===== src/rtl/vga_scan_pkg.sv =====
// Shared display package: default 640x480@60 timing, counter types and colour
// field positions used by both the scan generator and the pixel renderer.
package vga_scan_pkg;

  localparam int unsigned CNT_W = 10;

  localparam int unsigned VGA_H_ACTIVE = 640;
  localparam int unsigned VGA_H_FP     = 16;
  localparam int unsigned VGA_H_SYNC   = 96;
  localparam int unsigned VGA_H_BP     = 48;
  localparam int unsigned VGA_H_TOTAL  = VGA_H_ACTIVE + VGA_H_FP + VGA_H_SYNC + VGA_H_BP;

  localparam int unsigned VGA_V_ACTIVE = 480;
  localparam int unsigned VGA_V_FP     = 10;
  localparam int unsigned VGA_V_SYNC   = 2;
  localparam int unsigned VGA_V_BP     = 33;
  localparam int unsigned VGA_V_TOTAL  = VGA_V_ACTIVE + VGA_V_FP + VGA_V_SYNC + VGA_V_BP;

  localparam int unsigned VGA_H_SYNC_START = VGA_H_ACTIVE + VGA_H_FP;
  localparam int unsigned VGA_H_SYNC_END   = VGA_H_SYNC_START + VGA_H_SYNC;
  localparam int unsigned VGA_V_SYNC_START = VGA_V_ACTIVE + VGA_V_FP;
  localparam int unsigned VGA_V_SYNC_END   = VGA_V_SYNC_START + VGA_V_SYNC;

  // Colour word layout {R, G, B}, 4 bits each
  localparam int unsigned RGB_W = 12;
  localparam int unsigned R_HI  = 11;
  localparam int unsigned R_LO  = 8;
  localparam int unsigned G_HI  = 7;
  localparam int unsigned G_LO  = 4;
  localparam int unsigned B_HI  = 3;
  localparam int unsigned B_LO  = 0;

  typedef logic [CNT_W-1:0] cnt_t;
  typedef logic [RGB_W-1:0] rgb_t;

  // Half-open window test: lo <= cnt < hi
  function automatic logic in_window(input cnt_t cnt, input cnt_t lo, input cnt_t hi);
    return (cnt >= lo) && (cnt < hi);
  endfunction

endpackage


===== src/rtl/vga_scan_sync_counter.sv =====
// Modulo-N enabled counter; wrap is asserted combinationally on the enabled
// cycle that takes the count from MODULUS-1 back to zero.
module sync_counter
  import vga_scan_pkg::*;
#(
  parameter int unsigned MODULUS = VGA_H_TOTAL
) (
  input  logic clk,
  input  logic rst_n,
  input  logic en,
  output cnt_t count,
  output logic wrap
);

  localparam cnt_t LAST = cnt_t'(MODULUS - 1);

  always_ff @(posedge clk or negedge rst_n) begin
    if (!rst_n) begin
      count <= '0;
    end else if (en) begin
      count <= (count == LAST) ? '0 : count + cnt_t'(1);
    end
  end

  assign wrap = en && (count == LAST);

endmodule


===== src/rtl/vga_scan.sv =====
// VGA scan generator: pixel-rate divider, horizontal/vertical counters and a
// registered colour/sync output stage one pixel period behind col/row.
module vga_scan
  import vga_scan_pkg::*;
#(
  parameter int unsigned H_ACTIVE = VGA_H_ACTIVE,
  parameter int unsigned H_FP     = VGA_H_FP,
  parameter int unsigned H_SYNC   = VGA_H_SYNC,
  parameter int unsigned H_BP     = VGA_H_BP,
  parameter int unsigned V_ACTIVE = VGA_V_ACTIVE,
  parameter int unsigned V_FP     = VGA_V_FP,
  parameter int unsigned V_SYNC   = VGA_V_SYNC,
  parameter int unsigned V_BP     = VGA_V_BP,
  parameter int unsigned PIX_DIV  = 4
) (
  input  logic        clk,
  input  logic        rst_n,
  output logic [9:0]  col,
  output logic [9:0]  row,
  input  logic [11:0] rgb_in,
  output logic [3:0]  vga_r,
  output logic [3:0]  vga_g,
  output logic [3:0]  vga_b,
  output logic        hs,
  output logic        vs,
  output logic        frame_start
);

  localparam int unsigned H_TOTAL = H_ACTIVE + H_FP + H_SYNC + H_BP;
  localparam int unsigned V_TOTAL = V_ACTIVE + V_FP + V_SYNC + V_BP;

  localparam cnt_t H_ACT_C = cnt_t'(H_ACTIVE);
  localparam cnt_t V_ACT_C = cnt_t'(V_ACTIVE);
  localparam cnt_t H_SS    = cnt_t'(H_ACTIVE + H_FP);
  localparam cnt_t H_SE    = cnt_t'(H_ACTIVE + H_FP + H_SYNC);
  localparam cnt_t V_SS    = cnt_t'(V_ACTIVE + V_FP);
  localparam cnt_t V_SE    = cnt_t'(V_ACTIVE + V_FP + V_SYNC);

  localparam logic [3:0] DIV_LAST = 4'(PIX_DIV - 1);

  logic [3:0] div_cnt;
  logic       pix_en;
  cnt_t       h_cnt;
  cnt_t       v_cnt;
  logic       h_wrap;
  logic       v_wrap;
  logic       active;
  rgb_t       pix_rgb;

  always_ff @(posedge clk or negedge rst_n) begin
    if (!rst_n) begin
      div_cnt <= '0;
    end else if (pix_en) begin
      div_cnt <= '0;
    end else begin
      div_cnt <= div_cnt + 4'd1;
    end
  end

  assign pix_en = (div_cnt == DIV_LAST);

  sync_counter #(.MODULUS(H_TOTAL)) u_h_counter (
    .clk   (clk),
    .rst_n (rst_n),
    .en    (pix_en),
    .count (h_cnt),
    .wrap  (h_wrap)
  );

  // Vertical advances only on the pixel that ends a line
  sync_counter #(.MODULUS(V_TOTAL)) u_v_counter (
    .clk   (clk),
    .rst_n (rst_n),
    .en    (h_wrap),
    .count (v_cnt),
    .wrap  (v_wrap)
  );

  assign col = h_cnt;
  assign row = v_cnt;

  always_comb begin
    active  = (h_cnt < H_ACT_C) && (v_cnt < V_ACT_C);
    pix_rgb = active ? rgb_in : '0;
  end

  // Output stage samples the pre-increment counts, so colour and sync stay aligned
  always_ff @(posedge clk or negedge rst_n) begin
    if (!rst_n) begin
      vga_r       <= '0;
      vga_g       <= '0;
      vga_b       <= '0;
      hs          <= 1'b1;
      vs          <= 1'b1;
      frame_start <= 1'b0;
    end else begin
      frame_start <= v_wrap;
      if (pix_en) begin
        vga_r <= pix_rgb[R_HI:R_LO];
        vga_g <= pix_rgb[G_HI:G_LO];
        vga_b <= pix_rgb[B_HI:B_LO];
        hs    <= !in_window(h_cnt, H_SS, H_SE);
        vs    <= !in_window(v_cnt, V_SS, V_SE);
      end
    end
  end

endmodule


===== config.mk =====
export PLATFORM = sky130hd
export DESIGN_NAME = vga_scan
export DESIGN_NICKNAME = d
export VERILOG_FILES = /design/src/rtl/vga_scan_pkg.sv /design/src/rtl/vga_scan_sync_counter.sv /design/src/rtl/vga_scan.sv
export SDC_FILE = /design/constraint.sdc
export NUM_CORES = 1
export LEC_CHECK = 0
export CORE_ASPECT_RATIO = 1.25
export CORE_MARGIN = 8
export CORE_UTILIZATION = 43
export DETAILED_ROUTE_END_ITERATION = 10
export GPL_TIMING_DRIVEN = 0
export PLACE_DENSITY_LB_ADDON = 0.25
export REMOVE_ABC_BUFFERS = 1
export SETUP_SLACK_MARGIN = 0.05
export SLEW_MARGIN = 20
export SYNTH_ARGS = -nofsm -noshare
export SYNTH_HDL_FRONTEND = slang
export SYNTH_HIERARCHICAL = 1
export SYNTH_SLANG_ARGS = --single-unit

===== constraint.sdc =====
create_clock -name clk -period 2.2 [get_ports clk]
set_input_delay 0.33 -clock clk [delete_from_list [all_inputs] [get_ports clk]]
set_output_delay 0.33 -clock clk [all_outputs]
set_load 0.005 [all_outputs]

==> flow_summary.toml, run 1 <==
[status]
status = "finished clean"

[cts]
cts_sinks = 39
path_clk_slew_ns = 0.07
clockRootBuffer = "clkbuf_8"
cts_buffer_depth = 2
clk_latency_ns = 0.28
cts_inserted_buffers = 5
cts_htree_levels = 2
cts_tree = "built"

[timing]
drv_slew = 0
final-hold-violation-count = 0
tightest_slew_ns = 0.695
skew_ns = 0.00371
slew_headroom_pct = 53.6
setup_slack_ns = 0.158
fin_crit_sh_pct = 92.8
rsz0062_at_grt = "false"
fmax_mhz = 490
setup_viol = 0
min_period_ns = 2.04

[global_routing]
globalRouteOverflowTotal = 0
grt_antenna_before_repair = 0
grt_pass1_wl_um = 7130
grt_usage_pct = 14.0
grt_max_degree = 26
grt_pass1_vias = 1512

[synthesis]
synth_top_area_share_pct = 51.1
synth_area_um2 = 1810
syn-instance-count = 153
synth_cell_type_count = 45
synth_edf_count = 0
synth_area_leaders = "dfrtp_1 (51%), a22o_2 (5.5%), xnor2_1 (3.4%), dfstp_2 (2.9%), ha_1 (2.8%)"
avgSynthCellArea_um2 = 11.8
synth_ff_type = "dfrtp_1"
synth_top_area_cell = "dfrtp_1"
synth-seq-cells = 39
synthArstFlopShare_pct = 100
yosysWarnings = 6
ys_seq_area_share_pct = 54.0

[worst_setup_path]
rr_startpoint = "div_cnt[1]"
critPathArrivalTime_ns = 2.22
regToRegSetupSlack_ns = 0.16
worstPathRequired_ns = 2.37
path_class = "register to register"
worst-path-max-fanout = 7
critPathLaunchType = "register"
rr_worst_depth = 9
r2r_end = "u_v_counter/count[9]"
end_kind = "register"

[drt]
drt_pass1_iterations = 4
drcViolationCount = 0
routed_wl_um = 4470
vias = 1460
drt_iter0_markers = 72
postRouteAntennaNets = 0
vias_per_cell = 5.41
avgRoutedWirePerCell_um = 16.6

[placement]
port_buffers = 48
place_area_um2 = 2360
post-place-cells = 254
pre_cts_slack_ns = -1.37
gp_congestion = 0.783
hpwl_um = 3230

[die]
dieWidth_um = 74.0
io_pins = 49
chipHeight_um = 88.5
rows = 26
dieArea_um2 = 6560
start_util_pct = 44.5
coreArea_um2 = 4070

[pwr]
power_frac_seq_pct = 55.3
leakagePower_nw = 1.04
pwr-share-comb_pct = 6.1
power_frac_clock_pct = 38.6
p_int_mw = 1.07
vdd_drop_max_mv = 0.360
switching_share_pct = 19.6
powerDensity_nw_per_um2 = 523
power.switching_mw = 0.260

[cells_and_area]
fin_area_um2 = 2540
fillers = 342
final_layout_size_suffix_gt1_share_pct = 19.2
diodes = 0
synthToLayoutAreaGrowth_pct = 40.4
instances_no_fill = 270
layout.nets = 231

[worst_hold_path]
hold_class = "input port to async pin"

[flow_run]
max_cap_violations = 0
==> worst max-delay path, stage by stage, from the launching register on <==
cell and delay (ns):
dfrtp_1 0.37, ha_2 0.21, nand3b_1 0.15, inv_4 0.13, nand2_2 0.12, nor4_4 0.35
nand3_2 0.15, nor4_2 0.26, xnor2_1 0.15, nor2_1 0.05
==> power by group through the flow <==
stage          combinational (mW)  sequential, mW  clock (mW)
6_report                   0.0812           0.734       0.513
5_1_grt                    0.0885           0.735       0.562
4_1_cts                    0.0839           0.734       0.532
3_5_place_dp               0.0815           0.748           0
3_3_place_gp               0.0750           0.747           0
2_1_floorplan              0.0118           0.749           0
==> Yosys cell counts (3+ instances only) <==
master / count
xnor2_1: 7
nor3_1: 5
xor2_1: 5
inv_1: 9
nand2_1: 6
nand4_1: 6
o21ai_0: 4
a22o_1: 3
a21oi_1: 4
nand2b_1: 3
ha_1: 4
dfrtp_1: 37
a22o_2: 10
nor2_1: 7
nand3_1: 7
==> cells by family after synthesis <==
family                   synth area share (%)
XOR/XNOR                                 5.81
AND/OR/NAND/NOR                          19.4
buffers and inverters                    3.32
multiplexers                            0.553
AO/OA/AOI/OAI                            14.2
flip-flops                               54.0
adder cells (fa/ha/maj)                  2.76
==> layer usage <==
metal / routed length (um) / track usage [%] / part of all wire (%) / up-vias
li1: - / - / - / 680
met1: 1800 / 15.2 / 40 / 727
met2: 2340 / 24.4 / 52 / 51
met3: 313 / 5.22 / 7.0 / 2
met5: 0 / 0 / 0 / -
met4: 14 / 4.37 / 0.31 / 0
==> flip-flops by register name, summed over array words and instances (netlist names) <==
signal	count
u_h_counter/count	10
vga_r	4
hs	1
frame_start	1
vga_b	4
u_v_counter/count	10
div_cnt	4
vga_g	4
vs	1
==> how the worst max path moves through the flow <==
stage / slack [ns] / endpoint / startpoint / depth (start not counted)
finish: 0.16 / u_v_counter/count[9] / div_cnt[1] / 9
global route: 0.03 / u_v_counter/count[4] / div_cnt[1] / 9
CTS: 0.09 / u_v_counter/count[9] / div_cnt[0] / 9
detailed placement: -1.37 / u_v_counter/count[9] / div_cnt[0] / 9
global placement: -1.18 / u_v_counter/count[9] / div_cnt[0] / 9
floorplan: -0.56 / u_v_counter/count[9] / div_cnt[0] / 9
==> cells in the final DEF (no fill, tap or decap), types with 2 or more instances in the layout <==
master and count:
or3_1 2, dfrtp_1 37, xor2_1 5, a22o_1 3
o22ai_1 2, buf_4 7, xnor2_1 7, nand2b_1 3
nand4_1 6, clkdlybuf4s50_1 47, o21ai_0 4, a22o_2 10
nand3_1 6, clkbuf_8 7, dfstp_2 2, nand2_1 5
ha_1 3, a41oi_1 2, inv_1 8, nor2_1 7
a21oi_1 4, nor3_1 5
==> final cells by class <==
class | count | area, um^2 | share of cell area, %
tap | 56 | 70.1 | 2.76
clock buffer | 8 | 100 | 3.94
sequential | 39 | 978 | 38.5
timing repair buffer | 57 | 566 | 22.3
inverter | 9 | 36.3 | 1.43
multi-input combinational | 101 | 791 | 31.1
==> through the flow <==
stage | utilization (%) | TNS (ns) | hold slack, ns | power (mW)
after floorplan | - | -3.69 | 0.0344 | 0.760
after global placement | 57.4 | -14.87 | 0.450 | 0.822
final | 62.5 | 0 | 0.512 | 1.33
after global routing | 62.5 | 0 | 0.522 | 1.39
after CTS | 61.3 | 0 | 0.491 | 1.35
after detailed placement | 58.0 | -14.49 | 0.275 | 0.829
==> timing repair <==
action                                 4_1_cts  5_1_grt
pin swaps                                    2        1
setup buffers                                2        5
endpoints found under the hold margin       12        0
hold buffers                                 1        0
resized for setup                            3        3
setup endpoints to repair                   17        5
(Power assumes the default switching activity.)
==> run 2: changes to the inputs <==
CELL_PAD_IN_SITES_DETAIL_PLACEMENT = 0   (was default)
CELL_PAD_IN_SITES_GLOBAL_PLACEMENT = 1   (was default)
CORE_UTILIZATION = 37   (was 43)
SKIP_LAST_GASP = 1   (was default)
clock period = 1.9 ns   (was 2.2 ns; I/O delays follow)
==> flow_summary.toml, run 2 (synthesis results as in run 1) <==
[timing]
drv_slew = 0
tightest_slew_ns = 0.397
skew_ns = 0.00543
fin_crit_sh_pct = 103
setup_viol = 8
setup_slack_ns = -0.0627
rsz0062_at_grt = "true"
fmax_mhz = 509
min_period_ns = 1.96
slew_headroom_pct = 73.3
final-hold-violation-count = 0
whs_ns = 0.366

[flow_run]
max_cap_violations = 0

[global_routing]
grt_pass1_vias = 1570
grt_max_degree = 34
globalRouteOverflowTotal = 0
grt_antenna_before_repair = 0
grt_usage_pct = 13.0
grt_pass1_wl_um = 7620

[worst_hold_path]
hold_class = "input port to async pin"

[cells_and_area]
layout.nets = 240
synthToLayoutAreaGrowth_pct = 48.2
final_common_cell = "clkdlybuf4s50_1"
fin_area_um2 = 2680
diodes = 0
top_regs = "u_h_counter/count x10, u_v_counter/count x10"
final_layout_size_suffix_gt1_share_pct = 24.7
layout_common_cells = "clkdlybuf4s50_1 (47), dfrtp_1 (36), buf_4 (13), a22o_2 (10), inv_1 (8)"

[die]
dieArea_um2 = 7400
start_util_pct = 38.3
chipHeight_um = 94.2
coreArea_um2 = 4730
rows = 28
io_pins = 49
dieWidth_um = 78.6

[worst_setup_path]
path_class = "register to register"
critPathLaunchType = "register"
worstSetupStartpoint = "div_cnt[0]"
cp-endpoint = "u_v_counter/count[7]"
critPathArrivalTime_ns = 2.18
worst-path-max-fanout = 4
r2r_end = "u_v_counter/count[7]"
regToRegSetupSlack_ns = -0.06
rr_startpoint = "div_cnt[0]"
rr_worst_depth = 9
worstPathRequired_ns = 2.12
end_kind = "register"

[placement]
hpwl_um = 3020
port_buffers = 48
gp_congestion = 0.779
place_area_um2 = 2360

[drt]
drcViolationCount = 0
avgRoutedWirePerCell_um = 16.9
routed_wl_um = 4770
vias_per_cell = 5.29
drt_iter0_markers = 81
postRouteAntennaNets = 0
vias = 1496
drt_pass1_iterations = 4

[status]
status = "complete, but fails checks"
violations = "negative setup slack"

[pwr]
leakagePower_nw = 1.13
vdd_drop_max_mv = 0.277
powerDensity_nw_per_um2 = 550

[cts]
cts_htree_levels = 2
clockRootBuffer = "clkbuf_8"
cts_sinks = 39
clk_latency_ns = 0.29
cts_inserted_buffers = 5
cts_tree = "built"
cts_buffer_depth = 2
path_clk_slew_ns = 0.07
[run 2: worst min-delay path by stage]
| stage | to | start | slack (ns) | cells after the start |
|---|---|---|---|---|
| 2_1_floorplan | div_cnt[0] | rst_n | -0.01 | 0 |
| 6_report | u_h_counter/count[6] | rst_n | 0.37 | 2 |
| 3_5_place_dp | u_h_counter/count[8] | rst_n | 0.14 | 1 |
| 4_1_cts | u_h_counter/count[8] | rst_n | 0.36 | 2 |
| 5_1_grt | u_h_counter/count[6] | rst_n | 0.39 | 2 |
| 3_3_place_gp | div_cnt[0] | div_cnt[0] | 0.45 | 1 |
[run 2: layer usage]
layer	GRT usage [%]	part of all wire, %
met1	14.4	42
met2	21.0	50
met3	6.03	8.1
met4	5.11	0.50
met5	0	0
[run 2: layout make-up]
type / count / area (um^2)
repair buffers: 66 / 654
well taps: 60 / 75.1
multi-input cells: 101 / 857
clock inverters: 1 / 5.00
inverters: 9 / 36.3
fillers: 416 / 2050
flip-flops and latches: 39 / 980
clock buffers: 7 / 76.3
[run 2: power breakdown]
part           switching [mW]  internal (mW)  leakage, nW
registers             0.00684          0.843        0.494
logic                  0.0308         0.0607        0.593
clock network           0.276          0.258       0.0422
total                   0.314           1.16         1.13
[run 2: per-stage QoR]
step | setup TNS (ns) | setup slack (ns) | utilization, % | cells | power [mW]
global placement | -31.83 | -1.60 | 49.5 | 257 | 0.952
global route | -1.27 | -0.173 | 56.7 | 283 | 1.54
floorplan | -7.89 | -0.864 | - | 149 | 0.880
CTS | 0 | 0.0225 | 54.2 | 275 | 1.50
finish | -0.190 | -0.0627 | 56.7 | 283 | 1.48
detailed placement | -15.39 | -1.29 | 50.0 | 258 | 0.958
[run 2: critical path: stages (launching register included)]
cell	delay (ns)
dfrtp_1	0.40
ha_4	0.16
nand3b_1	0.14
inv_4	0.11
nand2_4	0.07
nor4_4	0.38
nand3_2	0.18
buf_6	0.16
nor3_4	0.12
xor2_1	0.15
[run 2: repair_timing]
action,4_1_cts,5_1_grt
gates resized for setup,11,7
endpoints found under the setup margin,31,20
setup buffers,8,7
pin swaps,6,9
hold buffers,1,0
hold endpoints to repair,6,0
cloned,0,1
==> run 3: changes to the inputs <==
--- a/config.mk
+++ b/config.mk
@@ -9,5 +9,4 @@
 export CELL_PAD_IN_SITES_GLOBAL_PLACEMENT = 1
 export CORE_ASPECT_RATIO = 1.25
-export CORE_MARGIN = 8
 export CORE_UTILIZATION = 37
 export DETAILED_ROUTE_END_ITERATION = 10
@@ -16,4 +15,5 @@
 export REMOVE_ABC_BUFFERS = 1
 export SETUP_SLACK_MARGIN = 0.05
+export SKIP_CTS_REPAIR_TIMING = 1
 export SKIP_LAST_GASP = 1
 export SLEW_MARGIN = 20
==> constraint.sdc (replaced) <==
create_clock -name clk -period 1.9 [get_ports clk]
set_input_delay 0.38 -clock clk [delete_from_list [all_inputs] [get_ports clk]]
set_output_delay 0.38 -clock clk [all_outputs]
set_load 0.005 [all_outputs]
==> flow_summary.toml, run 3 (synthesis results as in run 1) <==
[placement]
post-place-cells = 258
hpwl_um = 2800
port_buffers = 48
pre_cts_slack_ns = -1.65
gp_congestion = 0.743

[cells_and_area]
layout_common_cells = "clkdlybuf4s50_1 (47), dfrtp_1 (36), a22o_2 (10), buf_4 (10), inv_1 (8)"
synthToLayoutAreaGrowth_pct = 47.8
diodes = 0
layout.nets = 237
top_regs = "u_h_counter/count x10, u_v_counter/count x10"
final_common_cell = "clkdlybuf4s50_1"
fillers = 398
multiInputGateArea_um2 = 857
instances_no_fill = 280
regArea_um2 = 980
final_layout_size_suffix_gt1_share_pct = 25.5

[die]
io_pins = 49
dieWidth_um = 64.6
chipHeight_um = 80.2
dieArea_um2 = 5180
start_util_pct = 38.3
rows = 28
coreArea_um2 = 4730

[worst_setup_path]
rr_worst_depth = 9
critPathLaunchType = "register"
critPathArrivalTime_ns = 2.17
r2r_end = "u_v_counter/count[6]"
worst-path-max-fanout = 5
end_kind = "register"
rr_startpoint = "div_cnt[1]"
path_class = "register to register"
worstPathRequired_ns = 2.06
regToRegSetupSlack_ns = -0.11

[global_routing]
grt_pass1_wl_um = 6520
grt_max_degree = 30
globalRouteOverflowTotal = 0
grt_pass1_vias = 1418
grt_antenna_before_repair = 0
grt_usage_pct = 16.3

[drt]
drt_iter0_markers = 27
vias_per_cell = 5.25
postRouteAntennaNets = 0
drcViolationCount = 0
routed_wl_um = 4320
vias = 1470
drt_pass1_iterations = 4
avgRoutedWirePerCell_um = 15.4

[timing]
min_period_ns = 2.01
drv_slew = 0
final-hold-violation-count = 0
slew_headroom_pct = 72.0
setup_viol = 7
skew_ns = 0.00667
tightest_slew_ns = 0.417
whs_ns = 0.503
setup_slack_ns = -0.107
fmax_mhz = 498
rsz0062_at_grt = "true"
fin_crit_sh_pct = 106
tns_ns = -0.473

[pwr]
leakagePower_nw = 1.12
vdd_drop_max_mv = 0.359
powerDensity_nw_per_um2 = 613

[cts]
cts_buffer_depth = 2
clk_latency_ns = 0.28
cts_tree = "built"
path_clk_slew_ns = 0.08
cts_sinks = 39
clockRootBuffer = "clkbuf_8"
cts_htree_levels = 2
cts_inserted_buffers = 5

[status]
violations = "negative setup slack"
status = "complete, but fails checks"

[flow_run]
max_cap_violations = 0

[worst_hold_path]
hold_class = "input port to async pin"
[run 3: worst max-delay path, stage by stage, from the launching register on]
cell and delay [ns]:
dfrtp_1 0.41, ha_4 0.17, nand3b_1 0.17, clkinvlp_4 0.19, nand2_4 0.09, nor4_4 0.18
buf_6 0.18, and3_4 0.22, nand4_1 0.13, xnor2_1 0.15
[run 3: how the worst max path moves through the flow]
stage          startpoint                   end  slack [ns]  cells past startpoint
2_1_floorplan  div_cnt[0]  u_v_counter/count[9]       -0.86                      9
4_1_cts        div_cnt[0]  u_v_counter/count[9]       -1.68                      9
5_1_grt        div_cnt[0]  u_v_counter/count[9]       -0.21                     10
3_3_place_gp   div_cnt[0]  u_v_counter/count[9]       -1.59                      9
6_report       div_cnt[1]  u_v_counter/count[6]       -0.11                      9
3_5_place_dp   div_cnt[0]  u_v_counter/count[9]       -1.65                      9
[run 3: area by class of cell]
class / count / area share, %
flip-flops and latches: 39 / 36.6
repair buffers: 63 / 22.7
well taps: 60 / 2.81
inverters: 9 / 1.40
clock buffers: 6 / 3.09
clock inverters: 2 / 1.31
multi-input cells: 101 / 32.0
[run 3: stage by stage]
stage               utilization, %  total power [mW]  cell area (um^2)
finish                        56.6              1.64              2680
global route                  56.6              1.71              2680
floorplan                        -             0.880              1780
CTS                           52.3              1.66              2470
global placement              49.5             0.951              2340
detailed placement            49.8             0.957              2350
[run 3: layer usage]
metal,wire length [um],global-route usage [%],vias up
li1,-,-,691
met1,1810,20.8,715
met2,2190,26.4,53
met5,0,0,-
met4,88,7.33,0
met3,235,3.13,11
[run 3: where the power goes]
part	switching, mW	internal [mW]	leakage (nW)
registers	0.00676	0.843	0.494
clock network	0.275	0.425	0.0612
logic	0.0296	0.0606	0.564
total	0.311	1.33	1.12
